File: src/rtl/regfile_bank.sv
// Integer register file: x0 hardwired to zero, two registered read ports, one write-back port,
// post-reset clear sequencer. Optional same-edge write-to-read forwarding via RF_FORWARD_EN.
module regfile_bank #(
  parameter int DATA_WIDTH = 32,
  parameter int REG_NUM    = 32,
  localparam int RID_W     = $clog2(REG_NUM)
) (
  input  logic                  clk,
  input  logic                  rst,
  input  logic                  wb_reg_write,
  input  logic [RID_W-1:0]      wb_reg_regid,
  input  logic [DATA_WIDTH-1:0] wb_reg_writedata,
  input  logic                  rf_read_en,
  input  logic [RID_W-1:0]      rs1_regid,
  input  logic [RID_W-1:0]      rs2_regid,
  output logic [DATA_WIDTH-1:0] rs1_readdata,
  output logic [DATA_WIDTH-1:0] rs2_readdata,
  output logic                  rf_ready
);

  typedef enum logic {CLEAR = 1'b0, READY = 1'b1} state_t;

  state_t                  state_reg, state_next;
  logic [RID_W-1:0]        counter_reg, counter_next;
  logic [DATA_WIDTH-1:0]   mem [REG_NUM];
  logic                    mem_we;
  logic [RID_W-1:0]        mem_waddr;
  logic [DATA_WIDTH-1:0]   mem_wdata;
  logic                    wb_commit;
  logic [RID_W-1:0]        rd_regid [2];

  always_ff @(posedge clk) begin
    if (rst) begin
      state_reg   <= CLEAR;
      counter_reg <= '0;
    end else begin
      state_reg   <= state_next;
      counter_reg <= counter_next;
    end
  end

  // The single memory write port is shared between the clear sequencer and write-back.
  always_comb begin
    state_next   = state_reg;
    counter_next = counter_reg;
    mem_we       = 1'b0;
    mem_waddr    = wb_reg_regid;
    mem_wdata    = wb_reg_writedata;
    wb_commit    = 1'b0;
    case (state_reg)
      CLEAR: begin
        mem_we       = 1'b1;
        mem_waddr    = counter_reg;
        mem_wdata    = '0;
        counter_next = counter_reg + 1'b1;
        if (counter_reg == RID_W'(REG_NUM - 1)) begin
          state_next   = READY;
          counter_next = '0;
        end
      end
      READY: begin
        wb_commit = wb_reg_write && (wb_reg_regid != '0);
        mem_we    = wb_commit;
      end
      default: state_next = CLEAR;
    endcase
  end

  always_ff @(posedge clk) begin
    if (mem_we && !rst) begin
      mem[mem_waddr] <= mem_wdata;
    end
  end

  assign rd_regid[0] = rs1_regid;
  assign rd_regid[1] = rs2_regid;

  for (genvar gi = 0; gi < 2; gi++) begin : gen_rd
    logic                  fwd_hit;
    logic [DATA_WIDTH-1:0] data_reg;

`ifdef RF_FORWARD_EN
    assign fwd_hit = wb_commit && (wb_reg_regid == rd_regid[gi]);
`else
    assign fwd_hit = 1'b0;
`endif

    // Storage read sees the pre-write value, so forwarding is the only way a same-edge write shows.
    always_ff @(posedge clk) begin
      if (rst) begin
        data_reg <= '0;
      end else if (rf_read_en) begin
        if (rd_regid[gi] == '0 || state_reg == CLEAR) begin
          data_reg <= '0;
        end else if (fwd_hit) begin
          data_reg <= wb_reg_writedata;
        end else begin
          data_reg <= mem[rd_regid[gi]];
        end
      end
    end
  end

  assign rs1_readdata = gen_rd[0].data_reg;
  assign rs2_readdata = gen_rd[1].data_reg;
  assign rf_ready     = (state_reg == READY);

endmodule

File: config.mk
export PLATFORM = sky130hd
export DESIGN_NAME = regfile_bank
export DESIGN_NICKNAME = d
export VERILOG_FILES = /design/src/rtl/regfile_bank.sv
export SDC_FILE = /design/constraint.sdc
export NUM_CORES = 1
export LEC_CHECK = 0
export CORE_ASPECT_RATIO = 2
export CORE_MARGIN = 3
export CORE_UTILIZATION = 50
export CTS_CLUSTER_DIAMETER = 80
export DETAILED_ROUTE_END_ITERATION = 7
export GPL_ROUTABILITY_DRIVEN = 1
export GPL_TIMING_DRIVEN = 0
export PLACE_DENSITY = 0.73
export REMOVE_ABC_BUFFERS = 1
export SYNTH_ARGS = -nofsm -noshare
export SYNTH_HDL_FRONTEND = slang
export SYNTH_SLANG_ARGS = --single-unit
File: constraint.sdc
create_clock -name clk -period 7 [get_ports clk]
set_input_delay 0.7 -clock clk [delete_from_list [all_inputs] [get_ports clk]]
set_output_delay 0.7 -clock clk [all_outputs]
set_load 0.02 [all_outputs]
# After elaboration in Yosys (flattened, before gate mapping)

Memories as Yosys holds them, arrays and structs flattened.
Index checks and enable logic that the tools add are counted.

Add/subtract/negate cells: 1
Equality and inequality tests: 1
Multiplexer cells: 10
Bitwise gates (word level): 1
Reduce and logical (&&, ||, !) cells: 8

Operators by type and width:

| kind                                        | count |
|---|---|
| 2-to-1 mux 32 bit                           | 3 |
| logical NOT 5 bit                           | 2 |
| 2-to-1 mux 5 bit                            | 2 |
| adder 5 x 1 -> 5 bit, second input constant | 1 |
| equality test 5 bit, second input constant  | 1 |
| nonzero test 5 bit                          | 1 |
| 2-to-1 mux 1 bit                            | 4 |
| logical AND 1 bit                           | 2 |
| logical OR 1 bit                            | 2 |
| case mux 1 bit (2 select lines)             | 1 |
| logical NOT 1 bit                           | 1 |
| NOT 1 bit                                   | 1 |

Register bits after elaboration: 70
RAM bits: 1,024
Input bits: 51
Output and inout port bits: 65
Memories: 1

Memory list:

| name | words | width | rd ports | clocked after memory_dff | wr ports | line | source |
|---|---|---|---|---|---|---|---|
| mem  | 32    | 32    | 2        | 0                        | 1        | 25   | `logic [DATA_WIDTH-1:0] mem [REG_NUM];` |

# Longest topological paths before layout

Gate-level depths: netlist of the first run.

Depth after elaboration: 6
Gate-level depth with buffers: 8
Mapped depth without buffers: 6

# Least setup slack after synthesis of the first run

Ideal clock, no wire load.

Kind: reg2reg
Start point: reg state_reg (netlist: rf_ready)
End point: mem mem[16][0], enable pin
Setup time: 0.421 ns
Arrival: 2.808 ns
Path slack: 3.771 ns
Cell stages (with the launch flop): 6
Path buffers: 2
Period minus slack after synthesis: 3.229 ns
Path through: dfxtp_1 buf_2 buf_1 mux2i_1 nand2_1 nor2_1

Word-level cells in the longest chain between the ends: 5
Elaborated cells on any way between the ends: 6

RTL lines:

| what                                   | line | source |
|---|---|---|
| start: declaration                     | 23   | `state_t state_reg, state_next;` |
| start signal: assignment               | 37   | `state_reg <= state_next;` |
| NOT 1 bit                              | -    |  |
| case mux 1 bit (2 select lines)        | 50   | `case (state_reg)` |
| logical AND 1 bit                      | 70   | `if (mem_we && !rst) begin` |
| 2-to-1 mux 1 bit                       | 70   |  |
| 2-to-1 mux 1 bit (implied by the code) | 71   | `mem[mem_waddr] <= mem_wdata;` |
| end: declaration                       | 25   |  |

Parallel ways exist; a longest one is shown, timed or not.

# Final worst setup path of the first run

Start point: reg state_reg (netlist: rf_ready)
End point: mem mem[23][19], enable pin

The elaborated chain is that of the path after synthesis.

==> results of run 1 <==
==> worst max-delay path, cell delays in order (launching register included) <==
cell                      delay [ps]
sky130_fd_sc_hd__dfxtp_4         910
sky130_fd_sc_hd__nand3_1         230
sky130_fd_sc_hd__a21oi_1         210
sky130_fd_sc_hd__nand2_1         500
sky130_fd_sc_hd__nor2_4          720
sky130_fd_sc_hd__buf_12          260
sky130_fd_sc_hd__buf_16          190
==> cells by family after synthesis <==
family | after synthesis | synth area share [%]
buffers and inverters | 235 | 2.41
multiplexers | 757 | 24.6
adder cells (fa/ha/maj) | 2 | 0.0498
AND/OR/NAND/NOR | 248 | 2.43
AO/OA/AOI/OAI | 415 | 6.48
flip-flops | 1094 | 64.0
==> cell usage after synthesis, types with 45 or more instances <==
cell / number / area, um^2
sky130_fd_sc_hd__a22o_1: 97 / 850
sky130_fd_sc_hd__o21ai_0: 51 / 255
sky130_fd_sc_hd__nand3_1: 67 / 335
sky130_fd_sc_hd__o211ai_1: 48 / 360
sky130_fd_sc_hd__mux4_2: 384 / 8650
sky130_fd_sc_hd__mux2i_1: 371 / 3710
sky130_fd_sc_hd__nand2_1: 61 / 229
sky130_fd_sc_hd__a31o_1: 45 / 394
sky130_fd_sc_hd__clkbuf_1: 86 / 323
sky130_fd_sc_hd__a32oi_1: 64 / 561
sky130_fd_sc_hd__nor2_1: 45 / 169
sky130_fd_sc_hd__dfxtp_1: 70 / 1400
sky130_fd_sc_hd__buf_2: 94 / 470
sky130_fd_sc_hd__edfxtp_1: 1024 / 30700
==> final timing paths <==
check,endpoint,slack (ps),from,depth (start not counted)
max,mem[23][19],3610,rf_ready,6
min,counter_reg[3],540,counter_reg[3],2
min reg2reg,counter_reg[3],540,counter_reg[3],2
max reg2reg,mem[23][19],3610,rf_ready,6
==> cell usage in the layout, fill, tap and decap left out, types with 35 or more instances in the layout <==
| cell | instances |
|---|---|
| sky130_fd_sc_hd__a22o_1 | 97 |
| sky130_fd_sc_hd__a31o_1 | 45 |
| sky130_fd_sc_hd__a32oi_1 | 64 |
| sky130_fd_sc_hd__buf_12 | 40 |
| sky130_fd_sc_hd__buf_16 | 54 |
| sky130_fd_sc_hd__clkbuf_16 | 89 |
| sky130_fd_sc_hd__clkdlybuf4s50_1 | 107 |
| sky130_fd_sc_hd__dfxtp_1 | 69 |
| sky130_fd_sc_hd__edfxtp_1 | 1024 |
| sky130_fd_sc_hd__mux2i_1 | 371 |
| sky130_fd_sc_hd__mux4_2 | 384 |
| sky130_fd_sc_hd__nand2_1 | 61 |
| sky130_fd_sc_hd__nand3_1 | 67 |
| sky130_fd_sc_hd__nor2_4 | 35 |
| sky130_fd_sc_hd__o211ai_1 | 48 |
| sky130_fd_sc_hd__o21ai_0 | 51 |
==> power breakdown <==
| part | internal [W] | switching [W] |
|---|---|---|
| sequential | 0.00708 | 0.0000166 |
| combinational | 0.000419 | 0.000515 |
| clock | 0.00270 | 0.00231 |
==> stage by stage <==
stage | utilization [%] | setup TNS, ps
final | 57.9 | 0
after global routing | 57.9 | 0
after CTS | 57.9 | 0
after detailed placement | 55.0 | 0
after global placement | 52.3 | -1252000
after floorplan | - | 0
==> cell type report <==
type | count | area (um^2)
Fill cell | 7248 | 41800
Inverter | 3 | 11.3
Tap cell | 1320 | 1650
Timing Repair Buffer | 212 | 3500
Sequential cell | 1094 | 32200
Clock buffer | 120 | 2390
Clock inverter | 40 | 413
Antenna cell | 2 | 5.00
Multi-Input combinational cell | 1422 | 17200
==> routing by layer <==
metal | wire [um] | global-route usage, % | vias up | part of all wire, %
li1 | - | - | 11800 | -
met1 | 47200 | 31.2 | 15400 | 32
met2 | 77700 | 50.3 | 1928 | 52
met3 | 12400 | 5.42 | 648 | 8.3
met4 | 11900 | 19.8 | 8 | 8.0
met5 | 59 | 0 | - | 0.040
==> impl_metrics.xml, run 1 <==
<?xml version="1.0" encoding="UTF-8"?>
<metrics>
  <group name="global_route">
    <metric name="grt_pass1_wl" unit="mm">215</metric>
    <metric name="grt_antenna_before_repair" unit="">6</metric>
    <metric name="gr_overflow_total" unit="">0</metric>
    <metric name="grt_pass1_vias" unit="">32200</metric>
    <metric name="grt_start_max_net_pins" unit="">99</metric>
    <metric name="globalRouteTotalUtil" unit="%">28.6</metric>
  </group>
  <group name="placement">
    <metric name="gp_congestion" unit="">0.798</metric>
    <metric name="detailed_place_hpwl" unit="mm">98.4</metric>
    <metric name="dpl_cell_area" unit="um^2">54500</metric>
    <metric name="place_worst_setup_slack" unit="ps">3080</metric>
    <metric name="placed_cells_incl_taps" unit="">4051</metric>
    <metric name="numPortBuffers" unit="">115</metric>
  </group>
  <group name="critical_path">
    <metric name="startpoint_type" unit="">flop</metric>
    <metric name="crit_path_max_fanout" unit="">59</metric>
    <metric name="cp.arrival" unit="ps">3760</metric>
    <metric name="required_arrival_time_at_the_worst_endpoint" unit="ps">7370</metric>
    <metric name="end_kind" unit="">flop</metric>
    <metric name="setup.worst_path.class" unit="">flop to flop</metric>
  </group>
  <group name="logic_synthesis">
    <metric name="post_synth_inst_count" unit="">2751</metric>
    <metric name="synth-main-ff-cell" unit="">sky130_fd_sc_hd__edfxtp_1</metric>
    <metric name="yosys_warns" unit="">0</metric>
    <metric name="asyncSetResetFlopFracSynth" unit="%">0</metric>
    <metric name="avgSynthCellArea" unit="um^2">18.3</metric>
    <metric name="synthDistinctLibCells" unit="">43</metric>
    <metric name="synth.yosys.seq_area_share" unit="%">64.0</metric>
    <metric name="mappedNetlistArea" unit="um^2">50200</metric>
    <metric name="synth_enable_flop_cells" unit="">1024</metric>
    <metric name="ys_ff_latch" unit="">1094</metric>
  </group>
  <group name="drt">
    <metric name="initialDrtViolationCount" unit="">3221</metric>
    <metric name="total_length_of_routed_wires" unit="mm">149</metric>
    <metric name="drtPass1Iterations" unit="">6</metric>
    <metric name="remaining_drc_errors" unit="">0</metric>
    <metric name="drt.antenna.violating_nets" unit="">0</metric>
    <metric name="wl_per_cell" unit="um">35.4</metric>
    <metric name="num_vias" unit="">29700</metric>
    <metric name="routed_via_density" unit="">7.05</metric>
  </group>
  <group name="flow_run">
    <metric name="maxCapViolations" unit="">0</metric>
  </group>
  <group name="clocking">
    <metric name="cts_post_setup_buffers_inserted" unit="">0</metric>
    <metric name="tritoncts" unit="">built</metric>
    <metric name="clock_tree.root_cell" unit="">sky130_fd_sc_hd__clkbuf_16</metric>
    <metric name="cts_htree_levels" unit="">3</metric>
    <metric name="cts.sink_count" unit="">1094</metric>
    <metric name="num_cts_buffers" unit="">89</metric>
    <metric name="clock_tree.buffer_depth" unit="">3</metric>
    <metric name="clk_latency" unit="ps">680</metric>
    <metric name="clk_transition_reported_paths" unit="ps">70</metric>
    <metric name="cts_resized" unit="">0</metric>
    <metric name="cts_hold_buffers_added" unit="">0</metric>
  </group>
  <group name="floorplanning">
    <metric name="initial_utilization" unit="%">50.7</metric>
    <metric name="die_area" unit="um^2">105000</metric>
    <metric name="floorplan.die.height" unit="um">454</metric>
    <metric name="die_x" unit="um">230</metric>
    <metric name="rows" unit="">163</metric>
    <metric name="floorplan.core_area" unit="um^2">99100</metric>
    <metric name="ioPinCount" unit="">116</metric>
  </group>
  <group name="sta">
    <metric name="achievable-frequency" unit="MHz">295</metric>
    <metric name="setup_viol_count_final" unit="">0</metric>
    <metric name="finalCritPeriodShare" unit="%">48.4</metric>
    <metric name="grt_setup_unrepaired" unit="">false</metric>
    <metric name="finalClockSkew" unit="ps">23.0</metric>
    <metric name="slew_viol_final" unit="">0</metric>
    <metric name="worst_pin_slew" unit="ps">1440</metric>
    <metric name="setup_slack" unit="ps">3610</metric>
    <metric name="timing.final.crit_period" unit="ps">3390</metric>
    <metric name="fin_worst_hold_slack" unit="ps">543</metric>
    <metric name="headroom_to_the_max_slew_limit" unit="%">3.77</metric>
    <metric name="hold_viol_final" unit="">0</metric>
  </group>
  <group name="cells_and_area">
    <metric name="stdcell_count" unit="">4213</metric>
    <metric name="design_area" unit="um^2">57400</metric>
    <metric name="largest_register" unit="">mem</metric>
    <metric name="layout-area-overhead-vs-synth" unit="%">14.2</metric>
    <metric name="layout.nets" unit="">2875</metric>
    <metric name="final_layout_size_suffix_gt1_share" unit="%">23.2</metric>
    <metric name="largest_reg_flops" unit="">1024</metric>
  </group>
  <group name="run_status">
    <metric name="run_status" unit="">completed</metric>
  </group>
  <group name="hold_path">
    <metric name="hold_path_class" unit="">flop to flop</metric>
  </group>
  <group name="pwr">
    <metric name="power_per_cell_area" unit="nW/um^2">227</metric>
    <metric name="max-vdd-ir-drop" unit="mV">0.153</metric>
    <metric name="totalPowerFinal" unit="W">0.0130</metric>
    <metric name="p_leak" unit="nW">19.4</metric>
  </group>
</metrics>
Note: power is estimated with default switching activity, not from simulation.
==> run 2, diff against run 1 <==
--- a/config.mk
+++ b/config.mk
@@ -12,7 +12,7 @@
 export DETAILED_ROUTE_END_ITERATION = 7
 export GPL_ROUTABILITY_DRIVEN = 1
 export GPL_TIMING_DRIVEN = 0
-export PLACE_DENSITY = 0.73
+export PLACE_DENSITY = 0.76
 export REMOVE_ABC_BUFFERS = 1
 export SYNTH_ARGS = -nofsm -noshare
 export SYNTH_HDL_FRONTEND = slang
==> constraint.sdc (replaced) <==
create_clock -name clk -period 3.1 [get_ports clk]
set_input_delay 0.31 -clock clk [delete_from_list [all_inputs] [get_ports clk]]
set_output_delay 0.31 -clock clk [all_outputs]
set_load 0.02 [all_outputs]
==> impl_metrics.xml, run 2 (synthesis results as in run 1) <==
<?xml version="1.0" encoding="UTF-8"?>
<metrics>
  <group name="cells_and_area">
    <metric name="layout-area-overhead-vs-synth" unit="%">15.1</metric>
    <metric name="design_area" unit="um^2">57800</metric>
    <metric name="layout.nets" unit="">2896</metric>
    <metric name="final_layout_size_suffix_gt1_share" unit="%">24.2</metric>
    <metric name="top_library_cells_by_usage_in_the_layout_fill_and_taps_aside" unit="">1024 x sky130_fd_sc_hd__edfxtp_1, 384 x sky130_fd_sc_hd__mux4_2, 371 x sky130_fd_sc_hd__mux2i_1</metric>
    <metric name="largest_reg_flops" unit="">1024</metric>
    <metric name="largest_register" unit="">mem</metric>
    <metric name="mostFrequentLayoutCell" unit="">sky130_fd_sc_hd__edfxtp_1</metric>
    <metric name="final_util" unit="%">58.3</metric>
    <metric name="stdcell_count" unit="">4241</metric>
  </group>
  <group name="global_route">
    <metric name="met3_track_demand_over_resource_in_global_routing" unit="%">5.92</metric>
    <metric name="grt_antenna_before_repair" unit="">4</metric>
    <metric name="grt_util_met1" unit="%">30.9</metric>
    <metric name="grt_start_max_net_pins" unit="">103</metric>
    <metric name="gr_overflow_total" unit="">0</metric>
    <metric name="globalRouteTotalUtil" unit="%">28.9</metric>
    <metric name="grt_pass1_wl" unit="mm">218</metric>
    <metric name="globalRoute.busiestLayer" unit="">met2</metric>
    <metric name="use_met2" unit="%">51.0</metric>
    <metric name="grt_pass1_vias" unit="">32900</metric>
  </group>
  <group name="sta">
    <metric name="setup_viol_count_final" unit="">0</metric>
    <metric name="slew_viol_final" unit="">0</metric>
    <metric name="headroom_to_the_max_slew_limit" unit="%">1.36</metric>
    <metric name="hold_viol_final" unit="">0</metric>
    <metric name="achievable-frequency" unit="MHz">331</metric>
    <metric name="setup_slack" unit="ps">77.3</metric>
    <metric name="timing.final.crit_period" unit="ps">3020</metric>
    <metric name="finalSetupTns" unit="ps">0</metric>
    <metric name="finalCritPeriodShare" unit="%">97.5</metric>
    <metric name="worst_pin_slew" unit="ps">1480</metric>
    <metric name="finalClockSkew" unit="ps">27.1</metric>
  </group>
  <group name="run_status">
    <metric name="run_status" unit="">completed</metric>
  </group>
  <group name="floorplanning">
    <metric name="ioPinCount" unit="">116</metric>
    <metric name="die_area" unit="um^2">105000</metric>
    <metric name="initial_utilization" unit="%">50.7</metric>
    <metric name="die_x" unit="um">230</metric>
    <metric name="floorplan.die.height" unit="um">454</metric>
    <metric name="floorplan.core_area" unit="um^2">99100</metric>
    <metric name="rows" unit="">163</metric>
  </group>
  <group name="hold_path">
    <metric name="endpoint_with_the_worst_hold_slack" unit="">rs2_readdata[8]</metric>
    <metric name="worstHoldStart" unit="">rs2_regid[4]</metric>
    <metric name="hold_path_class" unit="">primary input to flop</metric>
    <metric name="hold-path-cell-count" unit="">3</metric>
  </group>
  <group name="critical_path">
    <metric name="cp.arrival" unit="ps">3400</metric>
    <metric name="crit-reg2reg-launch" unit="">rf_ready</metric>
    <metric name="startpoint_type" unit="">flop</metric>
    <metric name="critical_path.startpoint" unit="">rf_ready</metric>
    <metric name="r2r_cells" unit="">4</metric>
    <metric name="critical_path.max_stage_delay" unit="ps">830</metric>
    <metric name="required_arrival_time_at_the_worst_endpoint" unit="ps">3470</metric>
    <metric name="r2r_end" unit="">mem[8][15]</metric>
    <metric name="setup.reg_to_reg.worst_slack" unit="ps">80</metric>
    <metric name="timing.critical_path.cells" unit="">mux2i_1 -&gt; nand2_1 -&gt; nor2_4 -&gt; buf_12</metric>
    <metric name="setup.worst_path.class" unit="">flop to flop</metric>
    <metric name="crit_path_max_fanout" unit="">30</metric>
    <metric name="end_kind" unit="">flop</metric>
    <metric name="timing.critical_path.slowest_stage_cell" unit="">sky130_fd_sc_hd__nor2_4</metric>
  </group>
  <group name="clocking">
    <metric name="clk_transition_reported_paths" unit="ps">70</metric>
    <metric name="cts_htree_levels" unit="">3</metric>
    <metric name="cts.sink_count" unit="">1094</metric>
    <metric name="clk_latency" unit="ps">700</metric>
    <metric name="clock_tree.root_cell" unit="">sky130_fd_sc_hd__clkbuf_16</metric>
    <metric name="num_cts_buffers" unit="">88</metric>
    <metric name="clock_tree.buffer_depth" unit="">3</metric>
    <metric name="tritoncts" unit="">built</metric>
  </group>
  <group name="placement">
    <metric name="numPortBuffers" unit="">115</metric>
    <metric name="placed_cells_incl_taps" unit="">4050</metric>
    <metric name="detailed_place_hpwl" unit="mm">97.7</metric>
    <metric name="gp_congestion" unit="">0.765</metric>
    <metric name="place_worst_setup_slack" unit="ps">-493</metric>
    <metric name="dpl_cell_area" unit="um^2">54500</metric>
  </group>
  <group name="drt">
    <metric name="total_length_of_routed_wires" unit="mm">152</metric>
    <metric name="num_vias" unit="">30300</metric>
    <metric name="drtPass1Iterations" unit="">6</metric>
    <metric name="routed_via_density" unit="">7.14</metric>
    <metric name="wl_per_cell" unit="um">35.7</metric>
    <metric name="remaining_drc_errors" unit="">0</metric>
    <metric name="drt.antenna.violating_nets" unit="">0</metric>
    <metric name="initialDrtViolationCount" unit="">3573</metric>
  </group>
  <group name="flow_run">
    <metric name="maxCapViolations" unit="">0</metric>
  </group>
  <group name="pwr">
    <metric name="p_leak" unit="nW">19.6</metric>
    <metric name="power_per_cell_area" unit="nW/um^2">522</metric>
    <metric name="max-vdd-ir-drop" unit="mV">0.429</metric>
  </group>
</metrics>
run 2: cell count changes in the layout (fill, tap and decap cells not counted), sizes merged:
cell    previous run  this run
buf              105       127
clkinv            27        23
clkbuf           120       118
inv                4         8
bufinv             8        16
run 2: where the power goes:
part	switching (W)	total [W]	internal, W
clock network	0.00531	0.0121	0.00678
logic	0.00116	0.00210	0.000941
registers	0.0000386	0.0160	0.0160
total	0.00651	0.0302	0.0237
run 2: layout make-up:
cell class                      count  area (um^2)
Multi-Input combinational cell   1422        17200
Antenna cell                        2         5.00
Sequential cell                  1094        32200
Tap cell                         1320         1650
Clock inverter                     48          697
Clock buffer                      118         2370
Inverter                            3         11.3
Timing Repair Buffer              234         3700
Fill cell                        7095        41300
run 2: timing repair:
action / in CTS / in global routing
hold buffers: 0 / 0
resized for setup: 0 / 0
pin swaps: 11 / 5
setup endpoints to repair: 511 / 58
setup buffers: 15 / 8
run 2: routing by layer:
metal  wire length (um)  share of wire [%]
met1              46600                 31
met2              78900                 52
met3              13200                8.7
met4              12800                8.4
met5                  7             0.0046
run 2: critical path: cells and delay by family (launching register included):
family | cells | cell delay (ps)
buffers and inverters | 1 | 280
multiplexers | 1 | 450
AND/OR/NAND/NOR | 2 | 1230
flip-flops | 1 | 720
run 2: worst max path at each step:
stage	endpoint	slack [ps]	cells after the start
after global placement	rs1_readdata[4]	-18870	4
after CTS	mem[25][6]	1	4
after detailed placement	rs2_readdata[21]	-490	7
final	mem[8][15]	80	4
after global routing	mem[8][6]	-20	4
after floorplan	mem[1][0]	-620	3
run 2: through the flow:
| step | total power (W) | hold slack (ps) |
|---|---|---|
| after floorplan | 0.0173 | 379 |
| after global placement | 0.0194 | 497 |
| after detailed placement | 0.0184 | 555 |
| after CTS | 0.0303 | 122 |
| after global routing | 0.0309 | 164 |
| final | 0.0302 | 158 |
